### config.mk
export PLATFORM = sky130hd
export DESIGN_NAME = pong_input_conditioner
export DESIGN_NICKNAME = d
export VERILOG_FILES = /design/src/rtl/pong_input_pkg.sv /design/src/rtl/debounce_channel.sv /design/src/rtl/pong_input_conditioner.sv
export SDC_FILE = /design/constraint.sdc
export NUM_CORES = 1
export LEC_CHECK = 0
export CAP_MARGIN = 20
export CORE_AREA = 2 2 168 170
export DETAILED_ROUTE_END_ITERATION = 16
export DIE_AREA = 0 0 170 172
export GPL_TIMING_DRIVEN = 0
export PLACE_DENSITY = 0.36
export SLEW_MARGIN = 20
export SYNTH_ARGS = -nofsm -noshare
export SYNTH_HDL_FRONTEND = slang
export SYNTH_SLANG_ARGS = --single-unit
### constraint.sdc
create_clock -name clk_100MHz -period 3.5 [get_ports clk_100MHz]
set_clock_uncertainty 0.15 [all_clocks]
set_input_delay 0.35 -clock clk_100MHz [delete_from_list [all_inputs] [get_ports clk_100MHz]]
set_output_delay 0.35 -clock clk_100MHz [all_outputs]
set_load 0.03 [all_outputs]
### src/rtl/pong_input_pkg.sv
// Shared types, defaults and width helper for the pong input conditioner.
package pong_input_pkg;

  typedef enum logic {
    ST_STABLE = 1'b0,
    ST_COUNT  = 1'b1
  } db_state_e;

  localparam int unsigned DEFAULT_DB_CYCLES   = 1_000_000;
  localparam int unsigned DEFAULT_LONG_CYCLES = 200_000_000;

  function automatic int unsigned cnt_width(input int unsigned n);
    return (n < 2) ? 1 : $clog2(n);
  endfunction

endpackage

### src/rtl/debounce_channel.sv
// One input channel: 2-flop synchronizer, counter debounce, one-cycle rise/fall pulses.
module debounce_channel
  import pong_input_pkg::*;
#(
  parameter int unsigned DB_CYCLES = DEFAULT_DB_CYCLES
) (
  input  logic clk_100MHz,
  input  logic reset,
  input  logic din,
  output logic level,
  output logic rise,
  output logic fall
);

  localparam int unsigned   CW       = cnt_width(DB_CYCLES);
  localparam logic [CW-1:0] CNT_LAST = CW'(DB_CYCLES - 1);

  if (DB_CYCLES < 2) begin : g_bad_db
    $error("debounce_channel: DB_CYCLES must be at least 2");
  end

  logic          s1, s2;
  db_state_e     state, state_n;
  logic [CW-1:0] cnt, cnt_n;
  logic          level_n, rise_n, fall_n;

  always_ff @(posedge clk_100MHz or posedge reset) begin
    if (reset) begin
      s1    <= 1'b0;
      s2    <= 1'b0;
      state <= ST_STABLE;
      cnt   <= '0;
      level <= 1'b0;
      rise  <= 1'b0;
      fall  <= 1'b0;
    end else begin
      s1    <= din;
      s2    <= s1;
      state <= state_n;
      cnt   <= cnt_n;
      level <= level_n;
      rise  <= rise_n;
      fall  <= fall_n;
    end
  end

  // Any return of s2 to the accepted level during counting discards the run.
  always_comb begin
    state_n = state;
    cnt_n   = cnt;
    level_n = level;
    rise_n  = 1'b0;
    fall_n  = 1'b0;
    unique case (state)
      ST_STABLE: begin
        if (s2 != level) begin
          state_n = ST_COUNT;
          cnt_n   = CW'(1);
        end
      end
      ST_COUNT: begin
        if (s2 == level) begin
          state_n = ST_STABLE;
          cnt_n   = '0;
        end else if (cnt == CNT_LAST) begin
          state_n = ST_STABLE;
          cnt_n   = '0;
          level_n = s2;
          rise_n  = s2;
          fall_n  = ~s2;
        end else begin
          cnt_n = cnt + 1'b1;
        end
      end
    endcase
  end

endmodule

### src/rtl/pong_input_conditioner.sv
// Debounced start button and IR sensors for the pong game FSM.
// Optional long-press detector on start is enabled by defining START_LONG_EN.
module pong_input_conditioner
  import pong_input_pkg::*;
#(
  parameter int unsigned DB_CYCLES   = DEFAULT_DB_CYCLES,
  parameter int unsigned LONG_CYCLES = DEFAULT_LONG_CYCLES
) (
  input  logic clk_100MHz,
  input  logic reset,
  input  logic start_btn_raw,
  input  logic ir_sensor_1_raw,
  input  logic ir_sensor_2_raw,
  input  logic ir_sensor_3_raw,
  input  logic ir_sensor2_raw,
  output logic start_btn,
  output logic start_pulse,
  output logic ir_sensor_1,
  output logic ir_sensor_2,
  output logic ir_sensor_3,
  output logic ir_sensor2,
  output logic ir_all,
  output logic ir2_rise,
  output logic start_long
);

  if (LONG_CYCLES < 2) begin : g_bad_long
    $error("pong_input_conditioner: LONG_CYCLES must be at least 2");
  end

  debounce_channel #(.DB_CYCLES(DB_CYCLES)) u_start (
    .clk_100MHz(clk_100MHz), .reset(reset), .din(start_btn_raw),
    .level(start_btn), .rise(start_pulse), .fall()
  );

  debounce_channel #(.DB_CYCLES(DB_CYCLES)) u_ir1 (
    .clk_100MHz(clk_100MHz), .reset(reset), .din(ir_sensor_1_raw),
    .level(ir_sensor_1), .rise(), .fall()
  );

  debounce_channel #(.DB_CYCLES(DB_CYCLES)) u_ir2 (
    .clk_100MHz(clk_100MHz), .reset(reset), .din(ir_sensor_2_raw),
    .level(ir_sensor_2), .rise(), .fall()
  );

  debounce_channel #(.DB_CYCLES(DB_CYCLES)) u_ir3 (
    .clk_100MHz(clk_100MHz), .reset(reset), .din(ir_sensor_3_raw),
    .level(ir_sensor_3), .rise(), .fall()
  );

  debounce_channel #(.DB_CYCLES(DB_CYCLES)) u_ir_p2 (
    .clk_100MHz(clk_100MHz), .reset(reset), .din(ir_sensor2_raw),
    .level(ir_sensor2), .rise(ir2_rise), .fall()
  );

  always_ff @(posedge clk_100MHz or posedge reset) begin
    if (reset) ir_all <= 1'b0;
    else       ir_all <= ir_sensor_1 & ir_sensor_2 & ir_sensor_3;
  end

`ifdef START_LONG_EN
  localparam int unsigned   LW        = cnt_width(LONG_CYCLES);
  localparam logic [LW-1:0] HOLD_LAST = LW'(LONG_CYCLES - 1);

  logic [LW-1:0] hold_cnt;
  logic          hold_done;

  // hold_done blocks repeats until the debounced button is released.
  always_ff @(posedge clk_100MHz or posedge reset) begin
    if (reset) begin
      hold_cnt   <= '0;
      hold_done  <= 1'b0;
      start_long <= 1'b0;
    end else begin
      start_long <= 1'b0;
      if (!start_btn) begin
        hold_cnt  <= '0;
        hold_done <= 1'b0;
      end else if (!hold_done) begin
        if (hold_cnt == HOLD_LAST) begin
          start_long <= 1'b1;
          hold_done  <= 1'b1;
        end else begin
          hold_cnt <= hold_cnt + 1'b1;
        end
      end
    end
  end
`else
  assign start_long = 1'b0;
`endif

endmodule

# Word-level counts from Yosys, hierarchy flattened

Cells that the tools add are included.

Reductions and logical operators: 5
Multiplexer cells: 46
Add/sub/neg operators: 5
Bitwise operators: 12
Eq/ne operators: 20

Operator list:

| operator                                                                 | count |
|---|---|
| 20-bit 2-to-1 mux                                                        | 15 |
| 20-bit case mux with 2 select lines                                      | 5 |
| 20-bit by 1-bit adder with 20-bit output (second input constant)         | 5 |
| 20-bit equality test (second input constant)                             | 5 |
| 1-bit 2-to-1 mux                                                         | 21 |
| 3-bit AND reduction                                                      | 5 |
| 2-bit by 1-bit inequality test with 1-bit output (second input constant) | 5 |
| 1-bit inverter                                                           | 10 |
| 1-bit case mux with 2 select lines                                       | 5 |
| 1-bit equality test                                                      | 5 |
| 1-bit inequality test                                                    | 5 |
| 1-bit bitwise AND                                                        | 2 |

Output and inout port bits: 9
Bits of input ports: 7
Register bits: 123
Word-level logic and storage cells: 116

# Depth between registers and ports, before layout

Gate-level depths: netlist (run 1).

Depth after elaboration: 4
Mapped depth: 8
Mapped depth without buffers: 6

# Cells and area by module

From an unflattened synthesis (run 1), not the netlist that was laid out.

Cells, all modules: 736
Area, all modules: 7,071.8 um^2

Modules (own cells, without submodules):

| module                        | area an instance (um^2) | sequential area each (um^2) | cells an instance | instances |
|---|---|---|---|---|
| debounce_channel at u_ir1 ... | 1,411.4                 | 650.6                       | 147               | 4 |
| debounce_channel at u_ir2     | 1,380.1                 | 650.6                       | 143               | 1 |
| pong_input_conditioner        | 46.3                    | 25.0                        | 5                 | 1 |

# Worst setup path before layout (run 1)

Ideal clock, no wire load.

Path type: register to register
Start point: register u_ir2.cnt[10]
End point: register u_ir2.level
Setup slack: 1.399 ns
Arrival time: 1.827 ns
Period minus slack after synthesis: 2.101 ns
Setup time: 0.125 ns
Buffers on the path: 1
Cell stages (with the launch flop): 6
Data required time: 3.225 ns
Cells stage by stage: dfrtp_1 -> buf_2 -> or4b_2 -> nor3_1 -> and4_1 -> mux2_2

Word-level cells in the longest chain between the ends: 2

RTL lines:

| item                                 | RTL line               | text |
|---|---|---|
| start, declared                      | debounce_channel.sv:24 | `logic [CW-1:0] cnt, cnt_n;` |
| start signal, assigned               | debounce_channel.sv:40 | `cnt <= cnt_n;` |
| 20-bit equality test                 | debounce_channel.sv:65 | `end else if (cnt == CNT_LAST) begin` |
| 3-bit AND reduction (no source line) | -                      |  |
| end signal, assigned                 | debounce_channel.sv:41 | `level <= level_n;` |
| end, declared                        | debounce_channel.sv:10 | `output logic level,` |

No other way between the ends.
A chain may end at the register's enable or synchronous reset.

# Final worst setup path (run 1)

Start point: register u_ir1.cnt[0]
End point: register u_ir1.cnt[18]

Word-level cells in the longest chain between the ends: 4
Elaborated cells on any way between the ends: 5
Classes of those cells: 1 x add/sub; 1 x eq/ne; 3 x mux

RTL lines:

| item                                                                             | RTL line                                       | text |
|---|---|---|
| start, declared                                                                  | debounce_channel.sv:24                         |  |
| start signal, assigned                                                           | debounce_channel.sv:40                         |  |
| 20-bit by 1-bit adder with 20-bit output or 20-bit equality test (tied branches) | debounce_channel.sv:72, debounce_channel.sv:65 |  |
| 20-bit 2-to-1 mux (*)                                                            | debounce_channel.sv:65                         |  |
| 20-bit 2-to-1 mux (*)                                                            | debounce_channel.sv:62                         | `if (s2 == level) begin` |
| 20-bit case mux with 2 select lines (*)                                          | debounce_channel.sv:54                         | `unique case (state)` |

Mark *: on every way between the ends. The rest lies on a longest branch, timed or not.

==> results by group, run 1 <==
Status
  • Outcome: finished clean

Logic synthesis
  • Mapped Nets: between 600 and 700
  • Leading area contributor after synthesis: dfrtp_1
  • Ys Warns: 0
  • Post-Synthesis Cells: about 690
  • Unique masters post-synth: approximately 60
  • EDFF count, synth: 0
  • Main combinational cell family by area after synthesis: simple AND/OR/NAND/NOR gates
  • Top FF cell, synth: dfrtp_1
  • Simple-Gate Fraction of Synth Area: between 20% and 30%
  • Share of the synthesized area in the top cell type: 47.6%
  • Post-synth ARST share: 100%
  • Post-synthesis mux area share: between 3 and 4%
  • XOR/XNOR share of the synthesized area: under 10%
  • Mapped cell area: around 6500 µm²
  • Adder-cell area share of the yosys netlist: less than 1%
  • Synth Register Bits: about 120
  • Sequential area share after synthesis: approximately 48%
  • Synth Area per Inst: ~9.4 µm²
  • Largest cells by area after synthesis: dfrtp_1 48%, a31oi_1 5.6%, nand2_1 5.0%, nand3_1 4.8%, a21oi_1 3.2%
  • Synth Area in Compound Gates: a little under a fifth

Clock network
  • Worst-Skew Late Latency: ~0.42 ns
  • H-tree levels: 4
  • CTS Buf Count: 17
  • Post-CTS Hold Buffers: 0
  • CTS tree: built
  • Sink Count: ~120
  • Post-CTS Repair Setup Buffers: 0
  • Clock root buffer: clkbuf_16
  • Maximum clock insertion buffer count: 2
  • Clk pin slew, worst setup/hold paths: about 0.060 ns
  • CTS-repair resized insts: 0

Setup path
  • Setup CP Type: reg2reg
  • Crit path to: u_ir1.cnt[18]
  • Levels on crit path: 7
  • Worst Setup SP: u_ir1.cnt[0]
  • Crit. End Element: flop
  • Max stage delay on crit path: around 0.52 ns
  • Crit path buf inv count: 1
  • Reg2reg path depth: 7
  • CP arrival: roughly 2.7 ns
  • FF-to-FF Start: u_ir1.cnt[0]
  • Crit path cell chain: ha_1 -> nand3_1 -> nor4bb_1 -> a21oi_2 -> clkbuf_1 -> o211ai_1 -> o211ai_1
  • Reg2reg end: u_ir1.cnt[18]
  • CP required: between 3 and 4 ns
  • Critical Path Start Type: flop
  • Maximum fanout along the worst path: 10
  • Worst path top cell family by delay: simple AND/OR/NAND/NOR gates
  • Reg2reg setup slack: approximately 0.96 ns
  • CP most frequent cell: o211ai_1
  • CP max stage cell: nor4bb_1

Route
  • Starting DRT DRC Count: 292
  • Drt wl/cell: between 15 and 20 µm
  • Vias: roughly 5,500
  • Drc violations: 0
  • Via density: 5.05
  • DRT Wirelength: roughly 17 mm
  • Antenna Nets Post-Route: 0
  • 1st-pass router iterations: 5

STA
  • Final Cycle Share: around 73%
  • Min cycle time layout: 2.54 ns
  • Final hold violations: 0
  • Max_slew headroom: 34.1%
  • Final count of pins violating max slew: 0
  • TNS Setup: 0 ns
  • Slew of the pin with the lowest slew margin: 0.981 ns
  • Setup slack after layout: around 0.96 ns
  • Final Setup Violations: 0
  • RSZ-0062 raised after global routing: false
  • Max frequency: slightly below 0.4 GHz

Global route
  • Initial antenna violation count: 0
  • First-pass GRT wire length: between 20 and 30 mm
  • Vias in the first global route: between 5,000 and 6,000
  • Largest net degree at the start of global routing: 29
  • Total GRT Usage: roughly 12%
  • Congestion Overflow GR: 0

Final layout
  • Layout fillers: around 2,900
  • Area Overhead vs Synth: 19.3%
  • Fin nets: 737
  • N_diodes: 0
  • Layout cells sized above 1: between 10% and 20%

Hold path
  • Worst Hold Class: in2async

Floorplanning
  • DIE WIDTH: approximately 170 µm
  • CORE AREA: roughly 27,000 µm²
  • # IOs: 16
  • Initial Utilization: between 20% and 30%
  • Die area: roughly 29,000 µm²
  • Die Y: ~170 µm
  • Cell row count: a little over 60

Placement
  • Port Buf Inserts: 14
  • Hpwl dp: roughly 11 mm
  • Dpl ws: approximately 0.90 ns
  • Routability cong.: approximately 0.75

Job
  • Max-cap violations: 0

Pwr
  • Pleak: approximately 3.1 nW
  • Max VDD drop: slightly above 300 µV
  • Pwr/cell area: 440 nW/µm²
[worst min-delay path by stage]
stage	from	to	slack, ns
6_report	reset	u_ir_p2.cnt[5]	0.11
5_1_grt	reset	u_ir_p2.cnt[5]	0.10
4_1_cts	reset	u_ir_p2.cnt[17]	0.09
3_5_place_dp	u_ir_p2.s1	u_ir_p2.s2	0.19
3_3_place_gp	u_start.s1	u_start.s2	0.19
2_1_floorplan	u_ir1.s1	u_ir1.s2	0.18
[logic make-up (layout without fill, tap and decap cells)]
group           Yosys count  count (layout)
xor+xnor                 13              13
mux                      22              22
flops                   123             123
other cells               1               1
simple gates            296             296
compound gates          183             183
fa+ha+maj                 5               5
buf+inv                  44              95
[cells in the mapped netlist, types with 2 or more instances]
cell and instances:
xnor2_1 4, nand3_1 62, or3b_1 2, mux2i_1 17, o31ai_1 3, a41oi_1 12, o211ai_1 5, mux2_2 4
or4b_4 2, xor2_1 9, nor2_1 35, dfrtp_1 123, and3_1 17, ha_1 5, clkbuf_1 15, nor4_1 4
inv_1 15, nor4_2 5, and2_1 5, a21oi_1 42, nand2b_1 15, a31oi_1 58, a21o_1 8, nand4_1 15
buf_2 10, a21oi_2 5, nor3_1 14, nand2_1 87, o2bb2ai_1 4, a22o_1 12, o21ai_0 27, and4_1 8
or4_1 2, nor4_4 2, buf_6 3, or4bb_1 4, nor3b_1 3, or2_2 3
[through the flow]
| stage | std cells | power (mW) | instance area [µm²] | utilization (%) | hold WS (ns) |
|---|---|---|---|---|---|
| after floorplan | 687 | 1.68 | 6480 | - | 0.181 |
| after global placement | 1047 | 1.75 | 7050 | 25.7 | 0.191 |
| after detailed placement | 1052 | 1.77 | 7170 | 26.1 | 0.186 |
| after CTS | 1084 | 3.46 | 7720 | 28.1 | 0.0944 |
| after global routing | 1084 | 3.56 | 7720 | 28.1 | 0.102 |
| final | 1084 | 3.40 | 7720 | 28.1 | 0.107 |
[power breakdown]
group / switching (mW) / internal (mW) / leakage [nW] / total, mW
combinational: 0.138 / 0.0823 / 1.19 / 0.221
sequential: 0.0527 / 1.46 / 1.67 / 1.52
clock: 0.667 / 0.991 / 0.259 / 1.66
[routing by layer]
layer  share of wire, %  vias to the layer above  track usage [%]  wire length [µm]
li1                   -                     2661                -                 -
met3                2.9                       13             2.68               488
met4                1.2                        0             4.05               193
met1                 47                     2712             15.6              7890
met2                 49                       87             19.9              8080
met5                  0                        -                0                 0
[layout make-up]
class                           instances  area, µm²  area share (%)
Buffer                                 29        148            1.91
Clock buffer                           21        450            5.83
Clock inverter                         11       97.6            1.26
Inverter                               15       60.1           0.778
Multi-Input combinational cell        520       3190            41.3
Sequential cell                       123       3080            39.9
Tap cell                              346        433            5.61
Timing Repair Buffer                   19        263            3.40
[flip-flops by register name, summed over array words and instances (netlist names), 20 cells and up]
| name | cells |
|---|---|
| u_ir1.cnt | 20 |
| u_ir2.cnt | 20 |
| u_ir3.cnt | 20 |
| u_ir_p2.cnt | 20 |
| u_start.cnt | 20 |
[cells in the final DEF, fill, tap and decap left out, drive strengths merged, types with 4 or more instances in the layout]
| cell type | n |
|---|---|
| nand4 | 15 |
| a21oi | 47 |
| o2bb2ai | 4 |
| nor4 | 11 |
| mux2i | 17 |
| clkinv | 6 |
| inv | 14 |
| buf | 19 |
| xor2 | 9 |
| a31oi | 58 |
| nand3 | 62 |
| o21ai | 28 |
| clkdlybuf4s50 | 14 |
| mux2 | 5 |
| clkbuf | 36 |
| or4b | 4 |
| and3 | 17 |
| a41oi | 12 |
| nor2 | 35 |
| dfrtp | 123 |
| a21o | 8 |
| clkinvlp | 5 |
| a22o | 12 |
| xnor2 | 4 |
| nand2 | 88 |
| nor3 | 15 |
| nand2b | 15 |
| and4 | 8 |
| and2 | 6 |
| ha | 5 |
| or4bb | 4 |
| o211ai | 5 |
(Power assumes the default switching activity.)
==> inputs of run 2 (changes only) <==
==> constraint.sdc (replaced) <==
create_clock -name clk_100MHz -period 2.25 [get_ports clk_100MHz]
set_clock_uncertainty 0.15 [all_clocks]
set_input_delay 0.225 -clock clk_100MHz [delete_from_list [all_inputs] [get_ports clk_100MHz]]
set_output_delay 0.225 -clock clk_100MHz [all_outputs]
set_load 0.03 [all_outputs]
==> run 2 against run 1 <==
Against the previous run: design area increased by 8.0%; sequential power rose by 56%; non-clock buffer count grew 26.
==> results by group, run 2 (synthesized netlist as in run 1, its figures left out) <==
Final layout
  • Area Overhead vs Synth: 28.8%
  • Fin nets: approximately 760
  • Multi-input logic area: around 3500 µm²
  • Storage element area: roughly 3000 µm²
  • Layout cells sized above 1: approximately a fifth
  • N_diodes: 0
  • Most frequent cells in the layout: 118 x dfrtp_1, 86 x nand2_1, 57 x nand3_1, 56 x a31oi_1, 38 x a21oi_1
  • Layout fillers: around 2,800
  • Commonest non-fill, non-tap cell in the layout: dfrtp_1

STA
  • Final hold violations: 0
  • Final Cycle Share: a little over nine tenths
  • Max_slew headroom: between 40% and 50%
  • Slew of the pin with the lowest slew margin: just under 0.9 ns
  • Final count of pins violating max slew: 0
  • Final Setup Violations: 0
  • Setup slack after layout: between 0.03 and 0.04 ns
  • Min cycle time layout: approximately 2.2 ns
  • Max frequency: ~0.45 GHz
  • RSZ-0062 raised after global routing: true
  • TNS Setup: 0 ns

Floorplanning
  • DIE WIDTH: between 150 and 200 µm
  • CORE AREA: between 20,000 and 30,000 µm²
  • Die Y: 172 µm
  • Die area: 29,200 µm²
  • # IOs: 16
  • Initial Utilization: a little under a quarter
  • Cell row count: slightly above 60

Placement
  • Dpl ws: -0.350 ns
  • Port Buf Inserts: 14
  • Hpwl dp: about 11 mm
  • Routability cong.: between 0.7 and 0.8

Global route
  • First-pass GRT wire length: 28.3 mm
  • Total GRT Usage: 12.2%
  • Congestion Overflow GR: 0
  • Vias in the first global route: 5,389
  • Largest net degree at the start of global routing: 29
  • Initial antenna violation count: 0

Setup path
  • Critical Path Start Type: flop
  • FF-to-FF Start: u_start.cnt[8]
  • CP max stage cell: or4bb_4
  • CP arrival: 2.33 ns
  • Crit path buf inv count: 2
  • CP required: between 2 and 2.5 ns
  • Max stage delay on crit path: roughly 0.55 ns
  • Worst path top cell family by delay: simple AND/OR/NAND/NOR gates
  • Crit path cell chain: or4bb_4 -> nor4_4 -> buf_4 -> a21oi_4 -> buf_6 -> a31oi_1 -> a31oi_1
  • Setup CP Type: reg2reg
  • Worst Setup SP: u_start.cnt[8]
  • CP most frequent cell: a31oi_1
  • Crit. End Element: flop
  • Maximum fanout along the worst path: 5

Hold path
  • Min-delay src: start_btn_raw
  • Worst Hold Class: in2reg

Clock network
  • CTS tree: built
  • Clk pin slew, worst setup/hold paths: around 0.06 ns
  • CTS Buf Count: 17
  • Sink Count: 123
  • Maximum clock insertion buffer count: 2
  • H-tree levels: 4
  • Worst-Skew Late Latency: between 0.4 and 0.5 ns
  • Clock root buffer: clkbuf_16

Status
  • Outcome: finished clean

Route
  • Antenna Nets Post-Route: 0
  • Drt wl/cell: approximately 16 µm
  • 1st-pass router iterations: 4
  • Drc violations: 0
  • Vias: 5,642
  • Starting DRT DRC Count: ~280
  • DRT Wirelength: roughly 17 mm
  • Via density: approximately 5.1

Pwr
  • Pwr/cell area: ~640 nW/µm²
  • Max VDD drop: between 400 and 500 µV
  • Pleak: about 3.4 nW

Job
  • Max-cap violations: 0
run 2: cell count changes in the layout (fill, tap and decap cells not counted), sizes merged:
cell,change
dlygate4sd3,+1
clkbuf,-3
buf,+28
a21oi,+1
run 2: cell type report:
| type | instances | share of cell area (%) |
|---|---|---|
| multi-input cells | 521 | 42.2 |
| flip-flops and latches | 123 | 37.0 |
| repair buffers | 47 | 6.02 |
| clock buffers | 21 | 5.40 |
| well taps | 346 | 5.19 |
| plain buffers | 27 | 2.27 |
| clock inverters | 11 | 1.17 |
| inverters | 15 | 0.720 |
run 2: through the flow:
stage | power (mW) | utilization, % | cell area, µm² | std cells | hold slack, ns
after CTS | 5.40 | 28.8 | 7920 | 1092 | 0.0798
after floorplan | 2.61 | - | 6480 | 687 | 0.106
after global routing | 5.61 | 30.3 | 8340 | 1111 | 0.0876
after global placement | 2.71 | 25.7 | 7050 | 1047 | 0.191
final | 5.37 | 30.3 | 8340 | 1111 | 0.0995
after detailed placement | 2.75 | 26.1 | 7170 | 1052 | 0.186
run 2: timing repair:
action | CTS | global route
setup buffers | 7 | 17
gates resized for setup | 26 | 67
endpoints found under the hold margin | 11 | 0
cloned | 0 | 4
hold buffers | 1 | 0
endpoints found under the setup margin | 61 | 86
pin swaps | 4 | 18
run 2: metal layers:
metal | GRT usage (%) | up-vias | wire length [µm]
li1 | - | 2713 | -
met4 | 3.90 | 0 | 240
met2 | 20.2 | 90 | 8400
met1 | 15.9 | 2817 | 8220
met3 | 2.63 | 22 | 511
met5 | 0 | - | 0
run 2: where the power goes:
| group | total (mW) | switching (mW) | internal [mW] |
|---|---|---|---|
| combinational | 0.405 | 0.235 | 0.170 |
| clock | 2.59 | 1.05 | 1.54 |
| sequential | 2.37 | 0.0944 | 2.28 |
run 2: path summary, 6_finish.rpt:
path,end,cells past startpoint,slack [ns]
min reg2reg,u_ir2.s2,0,0.20
min in group asynchronous,u_ir_p2.cnt[5],3,0.53
max reg2reg,u_start.cnt[6],7,0.04
max,u_start.cnt[6],7,0.04
min,u_start.s1,1,0.1
max in group asynchronous,u_start.cnt[8],8,0.17
run 2: worst register-to-register path: cells and delay by family, from the launching register on:
family / cells / cell delay (ns)
flops: 1 / 0.44
compound gates: 3 / 0.35
buf+inv: 2 / 0.33
simple gates: 2 / 0.80
==> inputs of run 3 (changes only) <==
--- a/config.mk
+++ b/config.mk
@@ -6,11 +6,11 @@
 export NUM_CORES = 1
 export LEC_CHECK = 0
 export CAP_MARGIN = 20
-export CORE_AREA = 2 2 168 170
+export CORE_AREA = 2 2 114 116
 export DETAILED_ROUTE_END_ITERATION = 16
-export DIE_AREA = 0 0 170 172
+export DIE_AREA = 0 0 116 118
 export GPL_TIMING_DRIVEN = 0
-export PLACE_DENSITY = 0.36
+export PLACE_DENSITY = 0.69
 export SLEW_MARGIN = 20
 export SYNTH_ARGS = -nofsm -noshare
 export SYNTH_HDL_FRONTEND = slang
==> run 3 against run 2 <==
Against the previous run: the run now ends with negative setup slack left; design area is 5.0% lower; combinational power decreased by 7.7%; setup slack worse by 0.12 ns; routed wire length fell by 11%; die area fell by 53%; clock power barely moved; critical path depth is the same; largest cell class unchanged; largest power group unchanged.
==> results by group, run 3 (synthesized netlist as in run 1, its figures left out) <==
Status
  • Failing checks: negative setup slack
  • Outcome: complete, but fails checks

Setup path
  • CP arrival: around 2.5 ns
  • CP max stage cell: or4b_4
  • CP most frequent cell: buf_6
  • Max stage delay on crit path: about 0.55 ns
  • CP required: 2.40 ns
  • Reg2reg setup slack: -0.08 ns
  • Critical Path Start Type: flop
  • Crit. End Element: flop
  • Maximum fanout along the worst path: 7
  • Worst path top cell family by delay: simple AND/OR/NAND/NOR gates
  • Crit path buf inv count: 2
  • Setup CP Type: reg2reg
  • Crit path cell chain: buf_6 -> or4b_4 -> nor4_4 -> a21oi_4 -> buf_6 -> a21o_1 -> a22o_1

Global route
  • Total GRT Usage: between 20% and 30%
  • First-pass GRT wire length: about 25 mm
  • Vias in the first global route: ~5,400
  • Congestion Overflow GR: 0
  • Largest net degree at the start of global routing: 35
  • Initial antenna violation count: 0

Placement
  • Hpwl dp: between 9 and 10 mm
  • Routability cong.: 0.867
  • Placement-stage cell area: 6890 µm²
  • Port Buf Inserts: 14

Final layout
  • Fin nets: around 750
  • Finished Cell Area: 7920 µm²
  • N_diodes: 0
  • Commonest non-fill, non-tap cell in the layout: dfrtp_1
  • Fin util: between 60% and 70%
  • Area Overhead vs Synth: 22.3%
  • Layout cells sized above 1: 17.2%
  • Most frequent cells in the layout: 119 x dfrtp_1, 87 x nand2_1, 58 x nand3_1, 57 x a31oi_1, 37 x a21oi_1

STA
  • Max frequency: 0.429 GHz
  • Setup slack after layout: -0.0808 ns
  • Slew of the pin with the lowest slew margin: about 0.89 ns
  • Final count of pins violating max slew: 0
  • Max_slew headroom: ~40%
  • Final Cycle Share: 104%
  • Final Setup Violations: 10
  • Min cycle time layout: between 2 and 2.5 ns
  • Final hold violations: 0
  • RSZ-0062 raised after global routing: true

Pwr
  • P_sw: about 1.3 mW
  • Pwr/cell area: around 680 nW/µm²
  • Internal power: 4.07 mW
  • Combinational power share: approximately 7.0%
  • Max VDD drop: approximately 570 µV
  • Net Sw Frac: between 20% and 30%
  • Reg power frac: 44.3%
  • Clock power frac: 48.7%
  • Total power: between 5 and 6 mW
  • Pleak: about 3.4 nW

Route
  • Starting DRT DRC Count: 679
  • Vias: between 5,000 and 6,000
  • Drt wl/cell: around 17 µm
  • Via density: 6.21
  • Antenna Nets Post-Route: 0
  • 1st-pass router iterations: 5
  • Drc violations: 0
  • DRT Wirelength: approximately 15 mm

Clock network
  • CTS Buf Count: 17
  • Post-CTS Hold Buffers: 0
  • Clk pin slew, worst setup/hold paths: 0.06 ns
  • CTS tree: built
  • Sink Count: 123
  • Worst-Skew Late Latency: roughly 0.42 ns
  • H-tree levels: 4
  • Clock root buffer: clkbuf_16
  • Maximum clock insertion buffer count: 2

Hold path
  • Worst Hold Class: in2reg

Floorplanning
  • Cell row count: between 40 and 50
  • DIE WIDTH: roughly 120 µm
  • # IOs: 16
  • Initial Utilization: between 50% and 60%
  • Die Y: about 120 µm
  • CORE AREA: between 10,000 and 15,000 µm²
  • Die area: between 10,000 and 15,000 µm²

Job
  • Max-cap violations: 0
[run 3: timing repair]
action / CTS / global route
setup endpoints to repair: 56 / 76
pin swaps: 4 / 14
resized for setup: 19 / 52
buffers inserted: 4 / 17
[run 3: area by class of cell]
type                    count  area (µm²)
clock buffers              19         443
repair buffers             38         365
multi-input cells         520        3450
plain buffers              27         176
flip-flops and latches    123        3080
clock inverters            13         126
inverters                  15        60.1
fillers                  1024        4500
well taps                 172         215
[run 3: final timing paths]
kind	start	end	cells past startpoint
max	u_ir2.cnt[6]	u_ir2.cnt[4]	7
min	ir_sensor_3_raw	u_ir3.s1	1
max reg2reg	u_ir2.cnt[6]	u_ir2.cnt[4]	7
min reg2reg	u_start.s1	u_start.s2	0
max in group asynchronous	reset	u_ir3.cnt[3]	4
min in group asynchronous	reset	u_start.cnt[1]	2
[run 3: layer usage]
metal  routed length (µm)  GRT usage, %
met1                 6580          29.4
met2                 7620          36.7
met3                  767          6.28
met4                  460          10.9
met5                    0             0
[run 3: power by group through the flow]
stage	clock, mW	sequential (mW)	combinational (mW)
3_3_place_gp	0	2.39	0.300
5_1_grt	2.77	2.38	0.418
6_report	2.61	2.37	0.374
4_1_cts	2.66	2.36	0.337
3_5_place_dp	0	2.40	0.328
2_1_floorplan	0	2.38	0.230
[run 3: stage by stage]
stage	hold WS [ns]	TNS (ns)	setup WS, ns	cells
4_1_cts	0.0869	0	0.00519	912
3_5_place_dp	0.189	-5.67	-0.231	876
6_report	0.0945	-0.351	-0.0808	927
3_3_place_gp	0.184	-100.43	-0.790	873
2_1_floorplan	0.106	0	0.149	687
5_1_grt	0.0847	-1.70	-0.132	927
